## src/rtl/sd_emmc_axi_pkg.sv

```systemverilog
// Shared AXI constants and write-engine state encoding
// for the eMMC DMA system-bus master.
package sd_emmc_axi_pkg;

  localparam logic [2:0] AXI_SIZE_4B    = 3'b010;
  localparam logic [1:0] AXI_BURST_INCR = 2'b01;

  localparam logic [1:0] BRESP_OKAY   = 2'b00;
  localparam logic [1:0] BRESP_EXOKAY = 2'b01;
  localparam logic [1:0] BRESP_SLVERR = 2'b10;
  localparam logic [1:0] BRESP_DECERR = 2'b11;

  localparam logic [2:0] ST_IDLE   = 3'd0;
  localparam logic [2:0] ST_AW     = 3'd1;
  localparam logic [2:0] ST_W_WAIT = 3'd2;
  localparam logic [2:0] ST_W      = 3'd3;
  localparam logic [2:0] ST_B      = 3'd4;
  localparam logic [2:0] ST_DONE   = 3'd5;

  typedef enum logic [2:0] {
    IDLE   = ST_IDLE,
    AW     = ST_AW,
    W_WAIT = ST_W_WAIT,
    W      = ST_W,
    B      = ST_B,
    DONE   = ST_DONE
  } wr_state_t;

endpackage

```

## src/rtl/sd_emmc_axi_wr_master.sv

```systemverilog
// Single-beat AXI4 write engine: runs AW, W and B for each
// DMA request and reports completion and sticky errors.
module sd_emmc_axi_wr_master
  import sd_emmc_axi_pkg::*;
#(
  parameter int ADDR_W         = 32,
  parameter int DATA_W         = 32,
  parameter int TIMEOUT_CYCLES = 1024,
  parameter int TO_W           = 11
) (
  input  logic                clock,
  input  logic                reset,
  input  logic [ADDR_W-1:0]   write_addr,
  input  logic                addr_write_valid,
  output logic                addr_write_ready,
  input  logic                data_write_valid,
  input  logic                w_last,
  input  logic [DATA_W-1:0]   fifo_data,
  output logic                next_data_word,
  output logic [ADDR_W-1:0]   m_axi_awaddr,
  output logic                m_axi_awvalid,
  input  logic                m_axi_awready,
  output logic [7:0]          m_axi_awlen,
  output logic [2:0]          m_axi_awsize,
  output logic [1:0]          m_axi_awburst,
  output logic [DATA_W-1:0]   m_axi_wdata,
  output logic [DATA_W/8-1:0] m_axi_wstrb,
  output logic                m_axi_wvalid,
  input  logic                m_axi_wready,
  output logic                m_axi_wlast,
  input  logic [1:0]          m_axi_bresp,
  input  logic                m_axi_bvalid,
  output logic                m_axi_bready,
  input  logic                err_clr,
  output logic                bresp_err,
  output logic                timeout_err,
  output logic                unaligned_err
);

  localparam logic [TO_W-1:0] TO_MAX = TO_W'(TIMEOUT_CYCLES);

  wr_state_t         state, state_d;
  logic [ADDR_W-1:0] awaddr_d;
  logic [DATA_W-1:0] wdata_d;
  logic              awvalid_d, wvalid_d, wlast_d;
  logic              bready_d, awr_d, ndw_d;
  logic [TO_W-1:0]   to_cnt;
  logic              waiting, to_hit;
  logic              unal_set, bresp_set;

  assign m_axi_awlen   = 8'd0;
  assign m_axi_awsize  = AXI_SIZE_4B;
  assign m_axi_awburst = AXI_BURST_INCR;
  assign m_axi_wstrb   = '1;

  always_ff @(posedge clock or posedge reset) begin
    if (reset) state <= IDLE;
    else       state <= state_d;
  end

  always_comb begin
    state_d   = state;
    awaddr_d  = m_axi_awaddr;
    awvalid_d = m_axi_awvalid;
    wdata_d   = m_axi_wdata;
    wlast_d   = m_axi_wlast;
    wvalid_d  = m_axi_wvalid;
    bready_d  = m_axi_bready;
    awr_d     = 1'b0;
    ndw_d     = 1'b0;
    case (state)
      IDLE: if (addr_write_valid) begin
        awaddr_d  = {write_addr[ADDR_W-1:2], 2'b00};
        awvalid_d = 1'b1;
        state_d   = AW;
      end
      AW: if (m_axi_awready) begin
        awvalid_d = 1'b0;
        awr_d     = 1'b1;
        state_d   = W_WAIT;
      end
      W_WAIT: if (data_write_valid) begin
        wdata_d  = fifo_data;
        wlast_d  = w_last;
        wvalid_d = 1'b1;
        state_d  = W;
      end
      W: if (m_axi_wready) begin
        wvalid_d = 1'b0;
        bready_d = 1'b1;
        state_d  = B;
      end
      B: if (m_axi_bvalid) begin
        bready_d = 1'b0;
        ndw_d    = 1'b1;
        state_d  = DONE;
      end
      // guard cycle absorbs the DMA's late drop of data_write_valid
      DONE:    state_d = IDLE;
      default: state_d = IDLE;
    endcase
  end

  always_ff @(posedge clock or posedge reset) begin
    if (reset) begin
      m_axi_awaddr     <= '0;
      m_axi_awvalid    <= 1'b0;
      m_axi_wdata      <= '0;
      m_axi_wlast      <= 1'b0;
      m_axi_wvalid     <= 1'b0;
      m_axi_bready     <= 1'b0;
      addr_write_ready <= 1'b0;
      next_data_word   <= 1'b0;
    end else begin
      m_axi_awaddr     <= awaddr_d;
      m_axi_awvalid    <= awvalid_d;
      m_axi_wdata      <= wdata_d;
      m_axi_wlast      <= wlast_d;
      m_axi_wvalid     <= wvalid_d;
      m_axi_bready     <= bready_d;
      addr_write_ready <= awr_d;
      next_data_word   <= ndw_d;
    end
  end

  assign waiting = (state == AW) || (state == W) || (state == B);
  assign to_hit  = waiting && (state_d == state) &&
                   (to_cnt == TO_MAX - 1'b1);

  // counter saturates; the FSM keeps waiting since valid cannot drop
  always_ff @(posedge clock or posedge reset) begin
    if (reset)                          to_cnt <= '0;
    else if (state_d != state)          to_cnt <= '0;
    else if (waiting && to_cnt != TO_MAX) to_cnt <= to_cnt + 1'b1;
  end

  assign unal_set  = (state == IDLE) && addr_write_valid &&
                     (write_addr[1:0] != 2'b00);
  assign bresp_set = (state == B) && m_axi_bvalid &&
                     ((m_axi_bresp == BRESP_SLVERR) ||
                      (m_axi_bresp == BRESP_DECERR));

  always_ff @(posedge clock or posedge reset) begin
    if (reset) begin
      bresp_err     <= 1'b0;
      timeout_err   <= 1'b0;
      unaligned_err <= 1'b0;
    end else begin
      bresp_err     <= (bresp_err & ~err_clr) | bresp_set;
      timeout_err   <= (timeout_err & ~err_clr) | to_hit;
      unaligned_err <= (unaligned_err & ~err_clr) | unal_set;
    end
  end

endmodule
```

## config.mk

```make
export PLATFORM = sky130hd
export DESIGN_NAME = sd_emmc_axi_wr_master
export DESIGN_NICKNAME = d
export VERILOG_FILES = /design/src/rtl/sd_emmc_axi_pkg.sv /design/src/rtl/sd_emmc_axi_wr_master.sv
export SDC_FILE = /design/constraint.sdc
export NUM_CORES = 1
export LEC_CHECK = 0
export CAP_MARGIN = 0
export CORE_MARGIN = 2
export CORE_UTILIZATION = 40
export DETAILED_ROUTE_END_ITERATION = 16
export PLACE_DENSITY = 0.78
export SYNTH_ARGS = -nofsm -noshare
export SYNTH_HDL_FRONTEND = slang
export SYNTH_SLANG_ARGS = --single-unit
```

## constraint.sdc

```tcl
create_clock -name clock -period 5.2 [get_ports clock]
set_input_delay 1.04 -clock clock [delete_from_list [all_inputs] [get_ports clock]]
set_output_delay 1.04 -clock clock [all_outputs]
set_load 0.005 [all_outputs]
```

**Word level (Yosys, flattened, before mapping)**

Index checks and enable logic that the tools add are counted.
W data, S select, Z words.

- Flip-flop bits (word level): 85
- Bits of input ports: 75
- Output and inout port bits: 90
- Word-level logic and storage cells: 78

- $add $sub $neg: 1
- Eq/ne operators: 15
- Multiplexer cells: 21
- Bitwise gates (word level): 7
- Reductions and logical operators: 21

Operators with widths:

| operator | count |
|---|---|
| $mux W11 | 2 |
| $mux W3 | 5 |
| $pmux W3 S5 | 1 |
| $add A11 B1 Y11 const B | 1 |
| $eq A11 B10 Y1 const B | 1 |
| $ne A11 B11 Y1 const B | 1 |
| $mux W1 | 10 |
| $ne A2 B2 Y1 const B | 5 |
| $reduce_bool A2 Y1 | 5 |
| $reduce_and A3 Y1 | 3 |
| $logic_and A1 B1 Y1 | 7 |
| $eq A3 B2 Y1 const B | 2 |
| $pmux W1 S2 | 3 |
| $eq A2 B2 Y1 const B | 2 |
| $reduce_and A2 Y1 | 2 |
| $and A1 B1 Y1 | 3 |
| $eq A3 B1 Y1 const B | 1 |
| $eq A3 B3 Y1 | 1 |
| $eq A3 B3 Y1 const B | 1 |
| $logic_not A3 Y1 | 1 |
| $logic_or A1 B1 Y1 | 3 |
| $ne A3 B3 Y1 | 1 |
| $or A1 B1 Y1 | 3 |
| $not A1 Y1 | 1 |

**Depth between registers and ports, before layout**

- Word-level depth: 6
- Depth in mapped cells: 7
- Depth with buffers taken out: 6

**Least setup slack after synthesis**

No wires, ideal clock.

- Path kind: input port to flip-flop
- Start: in addr_write_valid
- End: reg m_axi_awaddr[2]
- Library setup time: 0.125 ns
- Data arrival time: 2.078 ns
- Data required time: 5.075 ns
- Setup slack: 2.997 ns
- Stages on the path: 3
- Path buffers: 1
- Cells stage by stage: nor4b_2 > clkbuf_1 > mux2_2

- Word-level cells in the longest chain between the ends: 1

RTL lines:

| item | line | text |
|---|---|---|
| from (decl) | sd_emmc_axi_wr_master.sv:14 | `input logic addr_write_valid,` |
| $reduce_and A2 Y1 (no line) | -- |  |
| to (signal assigned) | sd_emmc_axi_wr_master.sv:115 | `m_axi_awaddr <= awaddr_d;` |
| to (decl) | sd_emmc_axi_wr_master.sv:20 | `output logic [ADDR_W-1:0] m_axi_awaddr,` |

No other way between the ends.
A chain may end at the register's enable or synchronous reset.

**Worst setup path in the final report**

- Start: in addr_write_valid
- End: reg timeout_err

- Word-level cells in the longest chain between the ends: 6

RTL lines:

| item | line | text |
|---|---|---|
| $mux W3 | sd_emmc_axi_wr_master.sv:72 | `IDLE: if (addr_write_valid) begin` |
| $pmux W3 S5 | sd_emmc_axi_wr_master.sv:71 | `case (state)` |
| $eq A3 B3 Y1 | sd_emmc_axi_wr_master.sv:127 | `assign to_hit = waiting && (state_d == state) &&` |
| $logic_and A1 B1 Y1 (2 in series) | sd_emmc_axi_wr_master.sv:127 |  |
| $or A1 B1 Y1 | sd_emmc_axi_wr_master.sv:150 | `timeout_err <= (timeout_err & ~err_clr) \| to_hit;` |
| to (signal assigned) | sd_emmc_axi_wr_master.sv:150 |  |
| to (decl) | sd_emmc_axi_wr_master.sv:36 | `output logic timeout_err,` |

No other way between the ends.

==> results_dict.tcl <==
set metrics [dict create \
    netlist_area_um2 3640 \
    crit_fanout 12 \
    synth.top_cells.by_area "dfrtp_1 58%, mux2_2 19%, buf_4 3.9%, o21ai_0 1.7%, nand2_1 1.7%" \
    drt-initial-drc-count 52 \
    critPathKind "primary input to register" \
    synth.most_common_cell "dfrtp_1" \
    post_cts_resize_count 0 \
    floorplan.rows 34 \
    slew_at_the_pin_with_the_worst_max_slew_slack_ps 1060 \
    die_area_um2 9880 \
    asyncSetResetFlopFracSynth_pct 100 \
    chipHeight_um 99.4 \
    predominant_post_synthesis_flop_cell "dfrtp_1" \
    finalInstanceArea_um2 5330 \
    setup_tns_ps 0 \
    drt_pass_1_iters 4 \
    detail-route-antenna-nets 0 \
    synth.top_cell.area_share_pct 58.4 \
    avgSynthCellArea_um2 13.0 \
    gp_congestion 0.862 \
    total_gr_overflow 0 \
    synth.ff_latch_count 85 \
    cts_num_sinks 85 \
    cts.htree.levels 3 \
    global_route_wire_length_before_repair_um 13100 \
    synth-edff-count 0 \
    fin_cells 535 \
    cp-end-kind "register" \
    clock_skew_ps 7.25 \
    leakagePower_uw 0.00220 \
    sequential_area_share_after_synthesis_pct 58.4 \
    cap_violations 0 \
    grt_max_degree 48 \
    clock.fmax_mhz 373 \
    vias_per_cell 4.87 \
    cts_post_setup_buffers_inserted 0 \
    worstPathRequired_ps 5370 \
    slew_headroom_pct 29.3 \
    route.detailed.wl_per_inst_um 15.0 \
    cts_root_buffer "clkbuf_8" \
    timing.final.setup_violations 0 \
    cts_tree "yes" \
    numPortBuffers 144 \
    power_density_nw_per_um2 539 \
    min_period_ps 2680 \
    die_width_um 99.4 \
    grt_pass1_vias 2672 \
    post_synthesis_cell_type_with_the_largest_combined_area "dfrtp_1" \
    placedCellCount 521 \
    status "finished, final reports clean" \
    timing.hold.ws_ps 510 \
    min_period_over_period_pct 51.5 \
    num-nets-final 501 \
    finalWirelength_um 8030 \
    arrival_ps 2850 \
    post-dp-hpwl_um 5920 \
    power.ir.vdd_worst_uv 249 \
    synth_cell_type_count 38 \
    post_route_cells_drive_above_1_share_pct 19.4 \
    clock_tree.buffer_depth 2 \
    grt_setup_unrepaired "no" \
    dp_slack_ps 2170 \
    placed_area_um2 5090 \
    number_of_antenna_violations_at_the_first_check_in_global_routing 0 \
    holdBufCountCts 0 \
    global_route.usage.total_pct 16.7 \
    crit_path_start_kind "primary input" \
    hold_violations 0 \
    drc 0 \
    syn_to_final_growth_pct 46.4 \
    core_area_um2 8760 \
    worst_hold_path_type "register to register" \
    synthCells 281 \
    finalWorstSetupSlack_ps 2520 \
    pin_count 165 \
    cts_clock_pin_slew_for_the_worst_setup_and_hold_paths_ps 80 \
    dr_total_vias 2605 \
    synth_common_cells "85 x dfrtp_1, 63 x mux2_2, 19 x buf_4, 16 x nand2_1, 12 x o21ai_0" \
    clkLatencyLatePin_ps 340 \
    start_util_pct 41.5 \
    numCtsBuffers 9 \
    slew_viol_final 0 \
    n_antenna_cell 0 \
    r2r_slack_ps 3050 \
    yosys_warns 0 \
]
[path summary, 6_finish.rpt]
| kind | cells past startpoint | end | start |
|---|---|---|---|
| hold / removal | 1 | m_axi_awaddr[28] | m_axi_awaddr[28] |
| setup reg to reg | 4 | timeout_err | state[0] |
| setup / recovery | 5 | timeout_err | addr_write_valid |
| max in group asynchronous | 3 | addr_write_ready | reset |
| hold reg to reg | 1 | m_axi_awaddr[28] | m_axi_awaddr[28] |
| min in group asynchronous | 2 | m_axi_wdata[12] | reset |
[cell usage in the layout, fill, tap and decap left out, types with 2 or more instances in the layout]
| cell | instances |
|---|---|
| a2111oi_1 | 2 |
| dfrtp_1 | 85 |
| and3_1 | 2 |
| a31oi_1 | 2 |
| buf_4 | 3 |
| inv_1 | 8 |
| nand3_1 | 4 |
| o21ai_0 | 12 |
| ha_1 | 2 |
| nand4_1 | 2 |
| xnor2_1 | 4 |
| clkdlybuf4s50_1 | 144 |
| nand2b_1 | 2 |
| nand2_1 | 16 |
| nor2_1 | 9 |
| mux2_2 | 63 |
| a21oi_1 | 9 |
| bufinv_16 | 3 |
| or3_1 | 5 |
| nor4b_1 | 2 |
| conb_1 | 19 |
| clkbuf_8 | 10 |
[layer usage]
metal | GRT usage, % | share of wire [%] | routed length, µm
met1 | 20.1 | 40 | 3220
met2 | 27.5 | 49 | 3970
met3 | 6.18 | 9.1 | 729
met4 | 6.22 | 1.3 | 106
met5 | 0 | 0 | 0
[kinds of logic after synthesis]
kind of cell | after synthesis | share of synthesized area, %
multiplexers | 64 | 19.8
AO/OA/AOI/OAI | 36 | 6.26
buffers and inverters | 41 | 7.01
adder cells (fa/ha/maj) | 2 | 0.687
XOR/XNOR | 4 | 0.962
AND/OR/NAND/NOR | 47 | 6.67
flip-flops | 85 | 58.4
other | 2 | 0.206
[layout make-up]
| class | instances | area [µm²] |
|---|---|---|
| Fill cell | 714 | 3430 |
| Sequential cell | 85 | 2130 |
| Timing Repair Buffer | 147 | 1460 |
| Multi-Input combinational cell | 172 | 1330 |
| Clock buffer | 10 | 138 |
| Tap cell | 108 | 135 |
| Clock inverter | 4 | 97.6 |
| Inverter | 9 | 35.0 |
[critical path, stage by stage]
cell	delay (ps)
clkdlybuf4s50_1	520
mux2i_1	90
o211a_1	220
a31oi_1	770
o22ai_1	200
[flip-flops by register name (all words and copies together), names as in the netlist]
signal            count
unaligned_err         1
m_axi_wvalid          1
state                 3
m_axi_wlast           1
to_cnt               11
m_axi_awvalid         1
bresp_err             1
m_axi_awaddr         30
next_data_word        1
timeout_err           1
addr_write_ready      1
m_axi_bready          1
m_axi_wdata          32
[through the flow]
stage | total power [µW] | utilization [%]
finish | 2870 | 60.8
global route | 3040 | 60.8
CTS | 2910 | 60.8
detailed placement | 2350 | 58.1
global placement | 2310 | 58.1
floorplan | 1660 | -
[where the power goes]
group	switching [µW]	leakage (µW)	total, µW	internal (µW)
combinational	400	0.00105	1200	796
sequential	178	0.00104	1130	947
clock	224	0.000114	551	327
Note: power is estimated with default switching activity, not from simulation.
